## src/rtl/mem_port_arbiter.sv

```systemverilog
// Round-robin arbiter sharing one memory load/store port among N_CORES channels.
// Only one transaction is in flight at a time. The winner's command is latched
// at grant. Completion is reported as a one-cycle ack pulse, or as an err pulse
// if memory fails to answer within TIMEOUT cycles.
module mem_port_arbiter #(
  parameter int N_CORES   = 4,
  parameter int DATA_SIZE = 32,
  parameter int ADDR_W    = 11,
  parameter int TIMEOUT   = 64
) (
  input  logic                          clk,
  input  logic                          rst,
  input  logic [N_CORES-1:0]            core_req,
  input  logic [N_CORES-1:0]            core_we,
  input  logic [N_CORES*ADDR_W-1:0]     core_adrs,
  input  logic [N_CORES*DATA_SIZE-1:0]  core_wdata,
  output logic [N_CORES-1:0]            core_ack,
  output logic [N_CORES-1:0]            core_err,
  output logic [DATA_SIZE-1:0]          core_rdata,
  output logic [$clog2(N_CORES)-1:0]    grant_id,
  output logic                          busy,
  output logic                          mem_req,
  output logic                          mem_we,
  output logic [ADDR_W-1:0]             mem_adrs,
  output logic [DATA_SIZE-1:0]          mem_wdata,
  input  logic                          mem_ack,
  input  logic [DATA_SIZE-1:0]          mem_rdata
);

  localparam int GW = $clog2(N_CORES);
  // The counter only has to reach TIMEOUT-1 before the error fires.
  localparam int CNT_W = (TIMEOUT > 2) ? $clog2(TIMEOUT) : 1;
  localparam logic [CNT_W-1:0] TMO_LAST = CNT_W'((TIMEOUT > 0) ? TIMEOUT - 1 : 0);
  localparam logic TMO_EN = (TIMEOUT != 0);

  typedef enum logic [1:0] {
    IDLE,
    BUSY,
    RELEASE
  } state_e;

  state_e                 state_q, state_d;
  logic [GW-1:0]          last_q, last_d;
  logic [GW-1:0]          grant_q, grant_d;
  logic                   mem_req_q, mem_req_d;
  logic                   mem_we_q, mem_we_d;
  logic [ADDR_W-1:0]      mem_adrs_q, mem_adrs_d;
  logic [DATA_SIZE-1:0]   mem_wdata_q, mem_wdata_d;
  logic [N_CORES-1:0]     ack_q, ack_d;
  logic [N_CORES-1:0]     err_q, err_d;
  logic [DATA_SIZE-1:0]   rdata_q, rdata_d;
  logic [CNT_W-1:0]       cnt_q, cnt_d;

  logic [GW-1:0]          winner;
  logic                   anyReq;
  int                     probe;
  logic [GW-1:0]          probeIdx;
  logic                   winWe;
  logic [ADDR_W-1:0]      winAdrs;
  logic [DATA_SIZE-1:0]   winWdata;
  logic [N_CORES-1:0]     grantOneHot;

  // Round-robin search starting just after the last winner. Probing runs from the
  // farthest offset down to the nearest, so the nearest requester is assigned last and wins.
  always_comb begin
    winner   = '0;
    anyReq   = 1'b0;
    probe    = 0;
    probeIdx = '0;
    for (int i = N_CORES; i >= 1; i--) begin
      probe    = (int'(last_q) + i) % N_CORES;
      probeIdx = probe[GW-1:0];
      if (core_req[probeIdx]) begin
        winner = probeIdx;
        anyReq = 1'b1;
      end
    end
  end

  // Select the winning channel's command fields out of the flattened buses.
  always_comb begin
    winWe    = 1'b0;
    winAdrs  = '0;
    winWdata = '0;
    for (int i = 0; i < N_CORES; i++) begin
      if (winner == GW'(i)) begin
        winWe    = core_we[i];
        winAdrs  = core_adrs[i*ADDR_W +: ADDR_W];
        winWdata = core_wdata[i*DATA_SIZE +: DATA_SIZE];
      end
    end
  end

  assign grantOneHot = {{(N_CORES-1){1'b0}}, 1'b1} << grant_q;

  // Next-state logic for the grant / wait-for-memory / release cycle.
  always_comb begin
    state_d     = state_q;
    last_d      = last_q;
    grant_d     = grant_q;
    mem_req_d   = mem_req_q;
    mem_we_d    = mem_we_q;
    mem_adrs_d  = mem_adrs_q;
    mem_wdata_d = mem_wdata_q;
    ack_d       = '0;
    err_d       = '0;
    rdata_d     = rdata_q;
    cnt_d       = cnt_q;
    case (state_q)
      IDLE: begin
        if (anyReq) begin
          grant_d     = winner;
          last_d      = winner;
          mem_req_d   = 1'b1;
          mem_we_d    = winWe;
          mem_adrs_d  = winAdrs;
          mem_wdata_d = winWdata;
          cnt_d       = '0;
          state_d     = BUSY;
        end
      end
      BUSY: begin
        cnt_d = cnt_q + 1'b1;
        if (mem_ack) begin
          mem_req_d = 1'b0;
          ack_d     = grantOneHot;
          rdata_d   = mem_we_q ? '0 : mem_rdata;
          state_d   = RELEASE;
        end else if (TMO_EN && (cnt_q == TMO_LAST)) begin
          mem_req_d = 1'b0;
          err_d     = grantOneHot;
          rdata_d   = '0;
          state_d   = RELEASE;
        end
      end
      RELEASE: begin
        state_d = IDLE;
      end
      default: begin
        state_d = IDLE;
      end
    endcase
  end

  // State and output registers. Reset abandons any transaction in flight.
  always_ff @(posedge clk) begin
    if (rst) begin
      state_q     <= IDLE;
      last_q      <= GW'(N_CORES - 1);
      grant_q     <= '0;
      mem_req_q   <= 1'b0;
      mem_we_q    <= 1'b0;
      mem_adrs_q  <= '0;
      mem_wdata_q <= '0;
      ack_q       <= '0;
      err_q       <= '0;
      rdata_q     <= '0;
      cnt_q       <= '0;
    end else begin
      state_q     <= state_d;
      last_q      <= last_d;
      grant_q     <= grant_d;
      mem_req_q   <= mem_req_d;
      mem_we_q    <= mem_we_d;
      mem_adrs_q  <= mem_adrs_d;
      mem_wdata_q <= mem_wdata_d;
      ack_q       <= ack_d;
      err_q       <= err_d;
      rdata_q     <= rdata_d;
      cnt_q       <= cnt_d;
    end
  end

  assign core_ack   = ack_q;
  assign core_err   = err_q;
  assign core_rdata = rdata_q;
  assign grant_id   = grant_q;
  assign busy       = (state_q != IDLE);
  assign mem_req    = mem_req_q;
  assign mem_we     = mem_we_q;
  assign mem_adrs   = mem_adrs_q;
  assign mem_wdata  = mem_wdata_q;

endmodule

```

## config.mk

```make
export PLATFORM = sky130hd
export DESIGN_NAME = mem_port_arbiter
export DESIGN_NICKNAME = d
export VERILOG_FILES = /design/src/rtl/mem_port_arbiter.sv
export SDC_FILE = /design/constraint.sdc
export NUM_CORES = 1
export LEC_CHECK = 0
export CORE_ASPECT_RATIO = 0.9
export CORE_MARGIN = 2
export CORE_UTILIZATION = 42
export DETAILED_ROUTE_END_ITERATION = 7
export GPL_ROUTABILITY_DRIVEN = 1
export PLACE_DENSITY = 0.9
export SLEW_MARGIN = 10
export SYNTH_ARGS = -nofsm -noshare
export SYNTH_HDL_FRONTEND = slang
export SYNTH_SLANG_ARGS = --single-unit
export TNS_END_PERCENT = 1
```

## constraint.sdc

```tcl
create_clock -name clk -period 3.3 [get_ports clk]
set_input_delay 0.66 -clock clk [delete_from_list [all_inputs] [get_ports clk]]
set_output_delay 0.66 -clock clk [all_outputs]
set_load 0.02 [all_outputs]
```

==> impl_results.md, run 1 <==
- Sequential share of power: 35.2%
- Sw Share: 33.5%
- Asr flop ratio synth: 0%
- Post-Syn Nets: 860
- Nets: 1117
- Routed len/inst: 19.1 µm
- DIE HEIGHT: 111 µm
- Syn Std Cell Area: 5320 µm²
- Startpoint Class: input port
- Worst Max-Slew Pin Slew: 1.03 ns
- Period utilization: 76.9%
- Final worst slack: 0.761 ns
- Via count: 6295
- Top_reg_cell synth: dfxtp_1
- Area grow syn2layout: 61.7%
- GP Congestion: 0.848
- Status: finished, final reports clean
- Cell with the most instances after synthesis: dfxtp_1
- Clock buffer count from CTS: 9
- First-pass GRT wire length: 30.8 mm
- Min-Delay Path Class: reg2reg
- Reg clk slew, reported paths: 0.07 ns
- Largest net degree at the start of global routing: 89
- Final Util: 70.4%
- Post-CTS Setup Bufs: 0
- Required time of the critical path: 3.54 ns
- Slew Viols, Final: 0
- Clock share of power: 29.0%
- VDD IR max: 308 µV
- Clock tree buffer depth: 2
- Setup violators final: 0
- Pre-CTS WS: 0.446 ns
- Synthesis-stage register bit count: 97
- Leakage: 0.00304 µW
- Net load switching power: 1300 µW
- Core box area: 12200 µm²
- Worst Skew: 0.00668 ns
- Area contributors post-synth: dfxtp_1, o21ai_0, a32oi_1
- Routed WL: 20.3 mm
- Fin. Hold Viols: 0
- I/O Pins: 303
- Fillcell total: 943
- Post-synth top area cell: dfxtp_1
- Avg Cell Area, Syn: 8.26 µm²
- Max-Cap Viols: 0
- Yosys warns: 0
- Ratio of cells with drive above 1 in the final layout: 5.19%
- Clock net sink count: 97
- Register area share after synthesis: 36.5%
- Worst Path Arrival: 2.78 ns
- DRT iter0 DRCs: 511
- Comb pwr share: 35.8%
- RSZ-0062 raised after global routing: no
- Post-synth cell types: 48
- Worst-Skew Late Latency: 0.34 ns
- Number of global-route vias before repair: 6036
- Gr ovfl total: 0
- Crit end category: flip-flop
- Mapped Cells: 644
- Post-synth EDFFs: 0
- PwrDens: 450 nW/µm²
- Setup_tns: 0 ns
- IO Port Bufs: 302
- CP Launch Point: core_req[1]
- Post-DP HPWL: 13.9 mm
- Most frequent cells after synthesis: dfxtp_1, o21ai_0, nand2_1
- Initial antenna violation count: 1
- Rows: 38
- Die width: 123 µm
- Antenna cells: 0
- Cell-internal power: 2570 µW
- Setup CP Type: in2reg
- Worst min-delay path startpoint: core_rdata[1]$_SDFFE_PP0P_
- Initial Util: 43.5%
- Gr usage total: 28.2%
- Root Driver: clkbuf_16
- Crit path max fanout: 64
- Post-CTS sizing: 0
- CTS tree: done
- Max Freq: 0.394 GHz
- Post-CTS Hold Buffers: 0
- DRT Pass-1 Iters: 6
- H-tree depth: 3
- Share of the synthesized area in the top cell type: 36.5%
- Clock period minus worst slack: 2.54 ns
- DRC errors left: 0
- R2R Path Start: cnt_q[0]$_SDFFE_PP0P_
- Area of the die: 13600 µm²
- Vias per cell: 5.91
- Slew margin rel.: 31.3%
- Routed Antenna Nets: 0
-- kinds of logic after synthesis --
kind of cell	count (synthesis)	share of synthesized area, %
compound gates	318	40.2
fa+ha+maj	1	0.235
buf+inv	76	9.04
flops	97	36.5
mux	2	0.376
simple gates	150	13.6
-- power groups by stage --
stage / combinational, µW / clock (µW) / sequential, µW
after floorplan: 671 / 0 / 1490
after global placement: 1360 / 0 / 1380
after detailed placement: 1380 / 0 / 1390
after CTS: 1380 / 1140 / 1360
after global routing: 1480 / 1180 / 1380
final: 1390 / 1130 / 1360
-- state kept, by name, summed over array words and instances, names as in the netlist, 4 cells and up --
register,count
core_ack,4
core_rdata,32
core_err,4
mem_wdata,32
cnt_q,6
mem_adrs,11
-- final cells by class --
| class | instances | area, µm² | area share, % |
|---|---|---|---|
| Clock buffer | 10 | 239 | 2.78 |
| Clock inverter | 6 | 78.8 | 0.917 |
| Inverter | 4 | 15.0 | 0.175 |
| Multi-Input combinational cell | 471 | 2920 | 33.9 |
| Sequential cell | 97 | 1940 | 22.6 |
| Tap cell | 160 | 200 | 2.33 |
| Timing Repair Buffer | 318 | 3210 | 37.3 |
-- per-layer routing --
metal / vias up / track usage, % / routed length [µm]
met2: 343 / 48.4 / 9900
met1: 2965 / 32.3 / 7810
met4: 2 / 9.66 / 474
met5: - / 0 / 11
li1: 2945 / - / -
met3: 40 / 9.67 / 2150
-- metrics by stage --
stage	power, µW	std cells	area (µm²)	hold slack, ns
after floorplan	2170	644	5320	0.463
after global placement	2740	1050	8280	0.451
after detailed placement	2760	1050	8280	0.461
after CTS	3890	1066	8600	0.474
after global routing	4040	1066	8600	0.492
final	3870	1066	8600	0.466
-- layout by cell type, fill, tap and decap left out, types with 2 or more instances in the layout --
cell type / netlist / layout
nor2_4: 1 / 2
a32oi_1: 43 / 43
or3_1: 2 / 2
nand3_1: 48 / 48
nand2_1: 54 / 54
or2_2: 2 / 3
nor2_1: 16 / 16
o21ai_4: 1 / 2
a31oi_1: 3 / 3
a22oi_1: 43 / 43
inv_6: 0 / 3
nand2b_1: 6 / 6
and3_1: 2 / 2
a22o_1: 30 / 30
a21oi_1: 53 / 53
nor3_1: 4 / 4
mux2i_1: 2 / 2
o21ai_0: 91 / 91
inv_1: 4 / 3
o21a_1: 44 / 43
clkbuf_16: 0 / 9
and2_1: 2 / 2
inv_8: 0 / 2
nand4b_1: 3 / 3
buf_12: 0 / 5
buf_4: 3 / 11
dfxtp_1: 97 / 97
clkdlybuf4s50_1: 0 / 302
-- worst max-delay path: stages --
cell	delay, ns
clkdlybuf4s50_1	0.49
o211a_1	0.29
or2_2	0.33
buf_4	0.31
o21ai_0	0.36
a21oi_1	0.13
o21a_1	0.17
-- path summary, 6_finish.rpt --
kind	endpoint	depth (start not counted)	slack (ns)
worst max-delay path	mem_wdata[23]$_SDFFE_PP0P_	7	0.76
worst min-delay path	core_rdata[1]$_SDFFE_PP0P_	2	0.47
worst max register to register	core_rdata[9]$_SDFFE_PP0P_	6	0.94
worst min register to register	core_rdata[1]$_SDFFE_PP0P_	2	0.47
Note: power is estimated with default switching activity, not from simulation.
==> run 2: changes to the inputs <==
Settings changed: CORE_UTILIZATION 42 to 35, PLACE_DENSITY 0.9 to 0.81.
Clock period 3.3 ns to 2.2 ns, I/O delays scaled along.
==> run 2 against run 1 <==
Count of clock-buffer cells in the layout unchanged. Sequential share of layout area down 0.89 points. Utilization down 9.8 points. Critical path type unchanged. Critical endpoint is now mem_wdata[13]$_SDFFE_PP0P_. Largest power group unchanged.
==> impl_results.md, run 2 (synthesized netlist as in run 1, its figures left out) <==
- Status: finished, final reports clean
- Most common cell after layout, fill and taps aside: clkdlybuf4s50_1
- Crit path max fanout: 44
- Initial antenna violation count: 1
- Slew Viols, Final: 0
- Slew margin rel.: 75.2%
- Reg clk slew, reported paths: 0.07 ns
- Routed len/inst: 18.2 µm
- Core box area: 14800 µm²
- Min-Delay Path Class: reg2reg
- Dpl cell area: 8640 µm²
- Largest net degree at the start of global routing: 51
- I/O Pins: 303
- Startpoint Class: input port
- Met2 wire length: 9.60 mm
- Clock tree buffer depth: 2
- Rows: 42
- Max-Cap Viols: 0
- Required time of the critical path: 2.45 ns
- Gr usage total: 24.7%
- PwrDens: 662 nW/µm²
- Number of global-route vias before repair: 6061
- Setup CP Type: in2reg
- Worst Skew: 0.00614 ns
- Placed Cells incl. Taps: 1107
- Routed WL: 20.5 mm
- Worst-Skew Late Latency: 0.35 ns
- Area grow syn2layout: 68.4%
- Area of the die: 16200 µm²
- Fillcell total: 1297
- Initial Util: 36.0%
- Most frequent cells in the layout: clkdlybuf4s50_1, dfxtp_1, o21ai_0, nand2_1, a21oi_1
- Setup violators final: 0
- CTS tree: done
- Post-DP HPWL: 14.5 mm
- DRT Pass-1 Iters: 7
- Die width: 134 µm
- Leakage: 0.00319 µW
- Crit end category: flip-flop
- Top layer in use: met4
- Clock period minus worst slack: 2.09 ns
- Post-CTS sizing: 0
- Worst Path Arrival: 2.33 ns
- DRT iter0 DRCs: 392
- Fin. Hold Viols: 0
- Ratio of cells with drive above 1 in the final layout: 7.35%
- Nets: 1136
- Fin cells: 1124
- DIE HEIGHT: 121 µm
- Routed wl met3: 2.17 mm
- DRC errors left: 0
- Clock net sink count: 97
- M1 WL: 8.18 mm
- IO Port Bufs: 302
- GP Congestion: 0.873
- Root Driver: clkbuf_16
- Via count: 6200
- VDD IR max: 453 µV
- RSZ-0062 raised after global routing: no
- Vias per cell: 5.52
- Worst Max-Slew Pin Slew: 0.371 ns
- H-tree depth: 3
- Post-CTS Setup Bufs: 0
- Max Freq: 0.479 GHz
- First-pass GRT wire length: 31.9 mm
- Routed Antenna Nets: 0
- Post-CTS Hold Buffers: 0
- Cell area after layout: 8950 µm²
- Period utilization: 94.8%
- Gr ovfl total: 0
- Clock buffer count from CTS: 9
==> run 2: metrics by stage <==
step	hold WS, ns	setup WS, ns	power (µW)	utilization [%]	setup TNS, ns
after detailed placement	0.447	-0.248	4290	58.5	-11.41
after floorplan	0.463	0.326	3250	-	0
after CTS	0.459	0.129	5970	60.6	0
after global routing	0.487	0.0131	6230	60.6	0
after global placement	0.440	-0.205	4270	58.5	-9.29
final	0.455	0.114	5930	60.6	0
==> run 2: path summary, 6_finish.rpt <==
| path | from | slack, ns | depth (start not counted) | to |
|---|---|---|---|---|
| setup / recovery | core_req[3] | 0.11 | 7 | mem_wdata[13]$_SDFFE_PP0P_ |
| hold / removal | core_rdata[1]$_SDFFE_PP0P_ | 0.45 | 2 | core_rdata[1]$_SDFFE_PP0P_ |
| setup reg to reg | cnt_q[0]$_SDFFE_PP0P_ | 0.27 | 7 | core_rdata[15]$_SDFFE_PP0P_ |
| hold reg to reg | core_rdata[1]$_SDFFE_PP0P_ | 0.45 | 2 | core_rdata[1]$_SDFFE_PP0P_ |
==> run 2: worst max-delay path: stages <==
cell	delay, ns
clkdlybuf4s50_1	0.48
or4_4	0.58
nand2_2	0.13
or3_2	0.15
buf_12	0.24
a22oi_1	0.11
o21a_1	0.19
==> run 2: area by class of cell <==
cell class | count | area (µm²) | area share, %
antenna | 1 | 2.50 | 0.0280
clock buffer | 10 | 229 | 2.56
clock inverter | 6 | 76.3 | 0.853
inverter | 4 | 15.0 | 0.168
multi-input combinational | 471 | 2930 | 32.7
sequential | 97 | 1940 | 21.7
tap | 198 | 248 | 2.77
timing repair buffer | 337 | 3510 | 39.2
==> run 2: power by group <==
part           internal, µW  leakage (µW)  switching (µW)
clock                   908      0.000150             758
combinational          1120       0.00224            1100
sequential             1920      0.000793             119
total                  3950       0.00319            1980
==> run 2: per-layer routing <==
metal | GRT usage (%) | vias to the layer above
li1 | - | 2990
met1 | 30.0 | 2892
met2 | 40.6 | 288
met3 | 9.31 | 30
met4 | 7.85 | 0
met5 | 0 | -
